===== src/rtl/master_arb_tx.sv =====
`default_nettype none
// ============================================================================
//  Module   : master_arb_tx
//  Brief    : Bus-request master that talks to an arbiter over a single serial
//             line. Sends a request frame (111 + 2-bit slave id), waits for the
//             grant level, answers with an accept (101) or NAK (110) frame,
//             holds the bus in COM and closes with a single-bit end marker.
//  Options  : MASTER_ARB_TX_TIMEOUT_EN - abandons WAIT_GNT after
//             GRANT_TIMEOUT cycles without a grant and pulses timeout_err.
//  Revision : 1.0 - initial release
// ============================================================================
module master_arb_tx #(
  parameter int GRANT_TIMEOUT = 255
) (
  input  logic       clk,
  input  logic       rstn,
  input  logic       req,
  input  logic [1:0] slave_id,
  input  logic       done,
  input  logic       abort,
  input  logic       arb_in,
  output logic       arb_out,
  output logic       busy,
  output logic       granted,
  output logic       timeout_err
);

  typedef enum logic [2:0] {
    ST_IDLE     = 3'd0,
    ST_HDR      = 3'd1,
    ST_ID       = 3'd2,
    ST_WAIT_GNT = 3'd3,
    ST_ACK      = 3'd4,
    ST_COM      = 3'd5,
    ST_END      = 3'd6,
    ST_RELEASE  = 3'd7
  } state_t;

  // Last bit index of each multi-bit frame
  localparam logic [1:0] HDR_LAST = 2'd2;
  localparam logic [1:0] ID_LAST  = 2'd1;
  localparam logic [1:0] ACK_LAST = 2'd2;

  state_t     state;
  state_t     state_nxt;
  logic [1:0] bit_cnt;
  logic [1:0] bit_cnt_nxt;
  logic [1:0] id_q;
  logic [1:0] id_nxt;
  logic       abort_pend;
  logic       abort_pend_nxt;
  logic       arb_out_nxt;
  logic       tmo_hit;

`ifdef MASTER_ARB_TX_TIMEOUT_EN
  localparam int TMO_W = (GRANT_TIMEOUT > 1) ? $clog2(GRANT_TIMEOUT) : 1;
  localparam logic [TMO_W-1:0] TMO_LAST = TMO_W'(GRANT_TIMEOUT - 1);

  logic [TMO_W-1:0] tmo_cnt;
  logic             tmo_err_q;

  // Count consecutive grant-less WAIT_GNT cycles; zero on entry
  always_ff @(posedge clk or negedge rstn) begin
    if (!rstn) begin
      tmo_cnt <= '0;
    end else if (state == ST_WAIT_GNT && state_nxt == ST_WAIT_GNT) begin
      tmo_cnt <= tmo_cnt + 1'b1;
    end else begin
      tmo_cnt <= '0;
    end
  end

  // A grant sampled on the expiry cycle takes priority over the timeout
  assign tmo_hit = (state == ST_WAIT_GNT) && !arb_in && (tmo_cnt == TMO_LAST);

  // Registered one-cycle error pulse, coincident with the return to IDLE
  always_ff @(posedge clk or negedge rstn) begin
    if (!rstn) begin
      tmo_err_q <= 1'b0;
    end else begin
      tmo_err_q <= tmo_hit;
    end
  end

  assign timeout_err = tmo_err_q;
`else
  assign tmo_hit     = 1'b0;
  assign timeout_err = 1'b0;
`endif

  // Next-state, captured id, abort tracking and next serial bit
  always_comb begin
    state_nxt      = state;
    id_nxt         = id_q;
    abort_pend_nxt = abort_pend;
    bit_cnt_nxt    = 2'd0;
    arb_out_nxt    = 1'b0;

    case (state)
      ST_IDLE: begin
        if (req && !arb_in) begin
          state_nxt = ST_HDR;
          id_nxt    = slave_id;
        end
      end
      ST_HDR: begin
        if (abort) abort_pend_nxt = 1'b1;
        if (bit_cnt == HDR_LAST) state_nxt = ST_ID;
      end
      ST_ID: begin
        if (abort) abort_pend_nxt = 1'b1;
        if (bit_cnt == ID_LAST) state_nxt = ST_WAIT_GNT;
      end
      ST_WAIT_GNT: begin
        if (abort) abort_pend_nxt = 1'b1;
        if (arb_in) begin
          state_nxt = ST_ACK;
        end else if (tmo_hit) begin
          state_nxt = ST_IDLE;
        end
      end
      ST_ACK: begin
        if (bit_cnt == ACK_LAST) state_nxt = abort_pend ? ST_RELEASE : ST_COM;
      end
      ST_COM: begin
        // abort while holding the bus simply ends the transaction
        if (done || abort) state_nxt = ST_END;
      end
      ST_END: begin
        state_nxt = ST_RELEASE;
      end
      ST_RELEASE: begin
        if (!arb_in) state_nxt = ST_IDLE;
      end
      default: begin
        state_nxt = ST_IDLE;
      end
    endcase

    if (state_nxt == ST_IDLE) abort_pend_nxt = 1'b0;

    // Bit index restarts at zero whenever a new state is entered
    if (state_nxt == state &&
        (state == ST_HDR || state == ST_ID || state == ST_ACK)) begin
      bit_cnt_nxt = bit_cnt + 2'd1;
    end

    // The serial bit is derived from the state being entered so that the
    // registered line shows each state's bit during that state's cycle
    case (state_nxt)
      ST_HDR: arb_out_nxt = 1'b1;
      ST_ID:  arb_out_nxt = (bit_cnt_nxt == 2'd0) ? id_nxt[1] : id_nxt[0];
      ST_ACK: begin
        case (bit_cnt_nxt)
          2'd0:    arb_out_nxt = 1'b1;
          2'd1:    arb_out_nxt = abort_pend_nxt;
          default: arb_out_nxt = !abort_pend_nxt;
        endcase
      end
      ST_END:  arb_out_nxt = 1'b1;
      default: arb_out_nxt = 1'b0;
    endcase
  end

  // State, counters and the registered serial line
  always_ff @(posedge clk or negedge rstn) begin
    if (!rstn) begin
      state      <= ST_IDLE;
      bit_cnt    <= 2'd0;
      id_q       <= 2'd0;
      abort_pend <= 1'b0;
      arb_out    <= 1'b0;
    end else begin
      state      <= state_nxt;
      bit_cnt    <= bit_cnt_nxt;
      id_q       <= id_nxt;
      abort_pend <= abort_pend_nxt;
      arb_out    <= arb_out_nxt;
    end
  end

  assign busy    = (state != ST_IDLE);
  assign granted = (state == ST_COM);

endmodule
`default_nettype wire


===== config.mk =====
export PLATFORM = sky130hd
export DESIGN_NAME = master_arb_tx
export DESIGN_NICKNAME = d
export VERILOG_FILES = /design/src/rtl/master_arb_tx.sv
export SDC_FILE = /design/constraint.sdc
export NUM_CORES = 1
export LEC_CHECK = 0
export BUFFER_PORTS_ARGS = -buffer_cell sky130_fd_sc_hd__buf_2
export CORE_MARGIN = 3
export CORE_UTILIZATION = 40
export CTS_CLUSTER_SIZE = 14
export DETAILED_ROUTE_END_ITERATION = 7
export SYNTH_ARGS = -nofsm -noshare
export SYNTH_HDL_FRONTEND = slang
export SYNTH_SLANG_ARGS = --single-unit

===== constraint.sdc =====
create_clock -name clk -period 5.07 [get_ports clk]
set_input_delay 1.014 -clock clk [delete_from_list [all_inputs] [get_ports clk]]
set_output_delay 1.014 -clock clk [all_outputs]
set_load 0.03 [all_outputs]

== Word level (Yosys, flattened, before mapping) ==
Index checks and enable logic that the tools add are counted.

* Bits in read-only memories: 0
* Bits in registers: 9
* Logic and storage cells: 52
* Memories: 0
* Latch bits: 0
* Output and inout bits: 4
* Bits in writable memories: 0
* Input port bits: 8

* $add $sub $neg: 1
* Order comparisons: 0
* Divide/modulo/power cells: 0
* Eq/ne operators: 15
* Reductions and logical operators: 13
* Multiply operators: 0
* Bitwise operators: 0
* Muxes and demuxes: 18
* Shift operators: 0

{| class="wikitable"
|+ Operator list
! operator !! number
|-
| $pmux 3 s8 || 1
|-
| $mux 3 || 7
|-
| $eq 3x3->1 const B || 6
|-
| $eq 3x2->1 const B || 3
|-
| $mux 2 || 4
|-
| $eq 3x1->1 const B || 2
|-
| $logic_not 3->1 || 2
|-
| $eq 2x1->1 const B || 2
|-
| $mux 1 || 4
|-
| $eq 3x3->1 || 1
|-
| $logic_or 1x1->1 || 3
|-
| $pmux 1 s3 || 1
|-
| $reduce_bool 3->1 || 1
|-
| $reduce_or 3->1 || 1
|-
| $add 2x1->2 const B || 1
|-
| $eq 2x2->1 const B || 1
|-
| $logic_and 1x1->1 || 2
|-
| $logic_not 1->1 || 2
|-
| $logic_not 2->1 || 1
|-
| $pmux 1 s2 || 1
|-
| $reduce_or 2->1 || 1
|}

== Depth between registers and ports, before layout ==
Gate-level depths: netlist (run 1).

* Depth after elaboration: 10
* Gate-level depth with buffers: 8
* Gate-level depth less buffers: 8

== Worst setup path after synthesis (run 1) ==
Ideal clock, no wire load.

* Path kind: register -> output
* From: register state[1]
* To: output granted
* Path buffers: 1
* Arrival time: 1.284 ns
* Stages on the path, launching flop included: 3
* Path slack: 2.772 ns
* Required time: 4.056 ns
* Cells stage by stage: dfrtp_1 > buf_2 > nor3_1

* Word-level cells in the longest chain between the ends: 1

{| class="wikitable"
|+ Ends and longest elaborated chain
! element !! line !! source
|-
| from (decl) || 44 || <nowiki>state_t state;</nowiki>
|-
| from (signal assigned) || 174 || <nowiki>state <= state_nxt;</nowiki>
|-
| $eq 3x3->1 || 183 || <nowiki>assign granted = (state == ST_COM);</nowiki>
|-
| to (decl) || 24 || <nowiki>output logic granted,</nowiki>
|}

Every way passes these cells.

== Worst setup path in the final report (run 1) ==
* From: register state[1]
* To: output busy

* Word-level cells in the longest chain between the ends: 1

{| class="wikitable"
|+ Ends and longest elaborated chain
! element !! line !! source
|-
| $reduce_bool 3->1 || 182 || <nowiki>assign busy = (state != ST_IDLE);</nowiki>
|-
| to (decl) || 23 || <nowiki>output logic busy,</nowiki>
|}

Every way passes these cells.

==> run metrics, run 1 <==
Worst Setup SP state[1]; Max VDD drop 0.465 mV; routed length per instance 12.9 µm; Detailed Route WL 1.22 mm; vias per std cell 5.38; n_diodes 0; status complete, no violations; CP top delay family flip-flops; crit share post-route 0.473; Yosys Warn Count 0; CTS Buffer Depth 2; final antenna-violating net count 0; Slowest-stage cell, CP dfrtp_1; CP Launch Type flop; RD Place Congestion 0.763; Final nets 91; r2r startpoint bit_cnt[0]; drt first pass iters 4; reg2reg end arb_out; IO Port Bufs 10; fin area 707 µm²; most frequent cells in the layout 10 x buf_2, 9 x dfrtp_1, 8 x nor2_1; GR Util All Layers 0.136; DRC 0; # rows 13; post-synthesis register bit count 9; initial antenna violation count 0; fin crit period 2400 ps; Slew Limit Fails 0; Final Hold Viols 0; Bufs and invs on worst path 2; synth unique cells 35; CTS tree built; worst-case reg-to-reg path depth 7; Post-CTS Setup Bufs 0; vias in the first global route 481; Worst-path clk slew 50 ps; WP depth 3; DIE AREA 0.00214 mm²; CTS resizes 0; first-pass GRT wire length 2.10 mm; Syn Inst Count 70; Fmax 417 MHz; Die Wd 46.2 µm; r2r setup slk 3080 ps; Die Height 46.2 µm; Crit. End Element output pin; setup TNS 0 ps; Clock Latency Late Sink 250 ps; Worst Path Required 4060 ps; commonest non-fill, non-tap cell in the layout buf_2; Hold Path Class flop to flop; critical path peak fanout 16; fillcell total 134; final setup violation count 0; top-level I/O count 12; worst path arrival time 1390 ps; crit path to busy; # hold bufs at CTS 0; vias 511; worst setup path class flop to output pin; Leak 0.000323 µW; register area share after synthesis 0.348; area of the multi-input gates 353 µm²; Core Area 0.00140 mm²; RSZ-0062 raised after global routing false; initial DRC count 5; Root Driver clkbuf_4; critical path, cell by cell nor3_1 -> inv_1 -> buf_2; initial core utilization 0.462; clk_skew 4.96 ps; Post-Place Cell Area 681 µm²; Final Power 472 µW; Pwr Density 668 mW/mm²; sequential cell area 225 µm²; HPWL Detailed 933 µm; TritonCTS Sinks 9; Net Count, Synth 80; slowest stage delay, CP 540 ps; fraction of layout cells with a size suffix above 1 0.275; Congestion Overflow GR 0; largest net degree at the start of global routing 17; H-tree levels 1; Inserted Clock Buffers 3; synthesized cell area 647 µm²; Max Cap Viol 0; Post-Syn Area per Cell 9.24 µm²; Layout area overhead 9.28%
==> worst reg2reg max path: stages (launching register included) <==
cell,delay (ps)
dfrtp_1,410
inv_1,60
ha_1,270
or3b_2,460
a31oi_1,210
a221oi_2,90
a41oi_1,230
o311ai_1,130
==> final cells by class <==
| type | count | share of cell area |
|---|---|---|
| clock buffers | 4 | 0.0372 |
| inverters | 9 | 0.0478 |
| multi-input cells | 48 | 0.499 |
| flip-flops and latches | 9 | 0.319 |
| well taps | 15 | 0.0265 |
| repair buffers | 10 | 0.0708 |
==> through the flow <==
| step | utilization | hold slack, ps | std cells | worst slack [ps] |
|---|---|---|---|---|
| after floorplan | - | 464 | 70 | 2770 |
| after global placement | 0.487 | 474 | 91 | 2710 |
| after detailed placement | 0.487 | 482 | 91 | 2660 |
| after CTS | 0.505 | 495 | 95 | 2670 |
| after global routing | 0.505 | 506 | 95 | 2480 |
| final | 0.505 | 493 | 95 | 2670 |
==> layer usage <==
layer / part of all wire / wire, µm / vias up / track usage
met5: 0 / 0 / - / 0
met4: 0 / 0 / 0 / 0.0398
met3: 0.035 / 43 / 0 / 0.0352
met2: 0.45 / 552 / 11 / 0.198
met1: 0.51 / 624 / 232 / 0.197
li1: - / - / 268 / -
==> registers in the layout (all words and copies together), names as in the netlist <==
signal,flops
state,3
bit_cnt,2
id_q,2
abort_pend,1
arb_out,1
==> where the power goes <==
group | internal (µW) | switching [µW] | total, µW | leakage, µW
Combinational | 109 | 145 | 254 | 0.000198
Clock | 30.1 | 21.8 | 52.0 | 0.0000150
Sequential | 106 | 59.9 | 166 | 0.000111
==> cell usage after synthesis <==
cell       count  area share
nor2_1         8       0.046
a21boi_1       1       0.012
o311ai_1       1       0.014
nor3_1         2       0.015
inv_1          7       0.041
a21oi_1        2       0.015
a41oi_1        1       0.014
and2b_2        1       0.014
or2_1          1      0.0097
inv_2          2       0.012
conb_1         1      0.0058
mux2_4         1       0.023
a211oi_1       1       0.012
nor4b_2        1       0.023
a2111oi_1      1       0.015
o2111ai_1      1       0.014
nand2_1        4       0.023
xor2_1         2       0.027
mux2_1         3       0.052
a221oi_2       1       0.023
a22oi_1        1       0.012
or2_2          1      0.0097
or3b_2         1       0.014
nor3_2         1       0.015
nor4_1         1      0.0097
or4b_1         1       0.015
buf_4          1       0.012
o21ai_1        1      0.0077
mux2i_1        1       0.015
a31oi_1        4       0.039
ha_1           2       0.039
buf_6          2       0.035
dfrtp_1        9        0.35
buf_2          1      0.0077
nand3b_1       1       0.012
==> worst min path at each step <==
stage | from | to | cells past startpoint
floorplan | id_q[0] | id_q[0] | 1
CTS | id_q[1] | id_q[1] | 1
finish | id_q[1] | id_q[1] | 1
global route | id_q[0] | id_q[0] | 1
global placement | id_q[0] | id_q[0] | 1
detailed placement | id_q[1] | id_q[1] | 1
==> cell families (layout without fill, tap and decap cells) <==
family / after synthesis / in the layout / share of synthesized area
xor gates and xnor gates: 2 / 2 / 0.0271
muxes: 5 / 5 / 0.0909
adders and majority gates: 2 / 2 / 0.0387
and+or+nand+nor: 23 / 23 / 0.207
other: 1 / 1 / 0.00580
DFF: 9 / 9 / 0.348
AOI/OAI and AO/OA: 15 / 15 / 0.176
buffers and inverters: 13 / 23 / 0.106
No activity file was read; power rests on OpenSTA's default activity.
==> run 2, diff against run 1 <==
Clock period 5.07 ns to 2 ns, I/O delays scaled along.
==> run 2 against run 1 <==
Compared with the run above:
- cell area rose by 4.2%
- clock skew decreased by 2.3 ps
- non-clock buffer count rose by 3
- clock-buffer cell count unchanged
- critical endpoint is now arb_out
- highest routed layer is now met4
==> run metrics, run 2 (synthesis results as in run 1) <==
fin cells 98 (was 95); GR Layer Usage met3 0.0117 (was 0.0352); met2 Use GR 0.209 (was 0.198); GR Util All Layers 0.140 (was 0.136); Max Cap Viol 0 (unchanged); critical path, cell by cell inv_1 -> ha_1 -> or3b_2 -> a31oi_1 -> a221oi_2 -> a41oi_1 -> o311ai_1 (was nor3_1 -> inv_1 -> buf_2); reg2reg end arb_out (unchanged); Pwr Density 1660 mW/mm² (was 668 mW/mm²); H-tree levels 1 (unchanged); Inserted Clock Buffers 3 (unchanged); worst path arrival time 1950 ps (was 1390 ps); top-level I/O count 12 (unchanged); fin crit period 1830 ps; Slew Limit Fails 0 (unchanged); worst-case reg-to-reg path depth 7 (unchanged); RD Place Congestion 0.872 (was 0.763); Final nets 94 (was 91); Worst Setup SP bit_cnt[0] (was state[1]); fillcell total 131 (was 134); DRC 0 (unchanged); worst setup path class flop to flop (was flop to output pin); RSZ-0062 raised after global routing false (unchanged); Placed Instances 92 (was 91); Largest Register state (unchanged); Root Driver clkbuf_4 (unchanged); initial antenna violation count 0 (unchanged); first-pass GRT wire length 2.11 mm (was 2.10 mm); CP Launch Type flop (unchanged); largest net degree at the start of global routing 13 (was 17); TritonCTS Sinks 9 (unchanged); # rows 13 (unchanged); slowest stage delay, CP 450 ps (was 540 ps); max FFs per register 3 (unchanged); critical path peak fanout 6 (was 16); Layout area overhead 13.9% (was 9.28%); r2r startpoint bit_cnt[0] (unchanged); routed length per instance 11.9 µm (was 12.9 µm); Core Area 0.00140 mm² (unchanged); Final Hold Viols 0 (unchanged); vias in the first global route 508 (was 481); IO Port Bufs 10 (unchanged); Worst-path clk slew 60 ps (was 50 ps); Setup WS post-layout 167 ps (was 2670 ps); Die Wd 46.2 µm (unchanged); crit share post-route 0.917; n_diodes 0 (unchanged); commonest non-fill, non-tap cell in the layout buf_2 (unchanged); vias 509 (was 511); Crit. End Element flop (was output pin); Detailed Route WL 1.17 mm (was 1.22 mm); final setup violation count 0 (unchanged); Finished Core Util 0.527 (was 0.505); gr busiest metal met2 (unchanged); Worst Path Required 2110 ps (was 4060 ps); initial core utilization 0.462 (unchanged); Clock Latency Late Sink 250 ps (about the same); crit path to arb_out (was busy); Slowest-stage cell, CP or3b_2 (was dfrtp_1); setup TNS 0 ps (unchanged); hold slack 358 ps (was 493 ps); hold path cells 2 (was 1); r2r setup slk 170 ps (was 3080 ps); Congestion Overflow GR 0 (unchanged); CTS tree built (unchanged); CTS Buffer Depth 2 (unchanged); Die Height 46.2 µm (unchanged); clk_skew 2.65 ps (was 4.96 ps); Max VDD drop 0.832 mV (was 0.465 mV); vias per std cell 5.19 (was 5.38); pre-CTS setup slack 93.0 ps (was 2660 ps); most frequent cells in the layout 10 x buf_2, 9 x dfrtp_1, 8 x nor2_1 (unchanged); Fmax 545 MHz; grt met1 use 0.187 (was 0.197); biggest regs state x3, bit_cnt x2, id_q x2 (unchanged); drt first pass iters 4 (unchanged); status complete, no violations (unchanged); HPWL Detailed 908 µm (was 933 µm); Leak 0.000339 µW (was 0.000323 µW); Hold Path Class input pin to flop (was flop to flop); DIE AREA 0.00214 mm² (unchanged); initial DRC count 4 (was 5); fraction of layout cells with a size suffix above 1 0.301 (was 0.275); final antenna-violating net count 0 (unchanged)
==> run 2: cell types whose count changed in the layout (fill, tap and decap cells not counted), sizes merged <==
cell,previous run,this run
buf,10,12
dlygate4sd3,0,1
==> run 2: worst max-delay path, delay by kind of cell, from the launching register on <==
family	cells	cell delay [ps]
and+or+nand+nor	1	450
adders and majority gates	1	260
buffers and inverters	1	40
DFF	1	340
AOI/OAI and AO/OA	4	600
==> run 2: final cells by class <==
cell class | count | area, µm² | share of cell area
timing repair buffer | 13 | 75.1 | 0.102
tap | 15 | 18.8 | 0.0255
sequential | 9 | 225 | 0.306
multi-input combinational | 48 | 358 | 0.486
inverter | 9 | 33.8 | 0.0458
clock buffer | 4 | 26.3 | 0.0357
==> run 2: worst min path at each step <==
stage / start / end / slack [ps]
after CTS: slave_id[1] / id_q[1] / 350
after global routing: slave_id[1] / id_q[1] / 360
after global placement: rstn / arb_out / 260
after floorplan: rstn / abort_pend / 100
after detailed placement: rstn / abort_pend / 260
final: slave_id[1] / id_q[1] / 360
==> run 2: repair_timing <==
| action | in CTS | in global routing |
|---|---|---|
| setup buffers | 0 | 1 |
| hold endpoints to repair | 9 | 0 |
| gates resized for setup | 0 | 1 |
| setup endpoints to repair | 0 | 2 |
| hold buffers | 1 | 0 |
==> run 2: metrics by stage <==
step | total power [µW] | instance area, µm²
CTS | 1220 | 724
global route | 1350 | 737
detailed placement | 1070 | 688
floorplan | 966 | 647
global placement | 1080 | 688
finish | 1220 | 737
==> run 2: power breakdown <==
| group | switching [µW] | internal, µW | total, µW |
|---|---|---|---|
| Combinational | 395 | 303 | 698 |
| Clock | 56.5 | 76.4 | 133 |
| Sequential | 121 | 269 | 390 |
==> run 2: layer usage <==
| metal | part of all wire | wire, µm |
|---|---|---|
| met1 | 0.51 | 599 |
| met2 | 0.44 | 518 |
| met3 | 0.037 | 43 |
| met4 | 0.0077 | 9 |
| met5 | 0 | 0 |
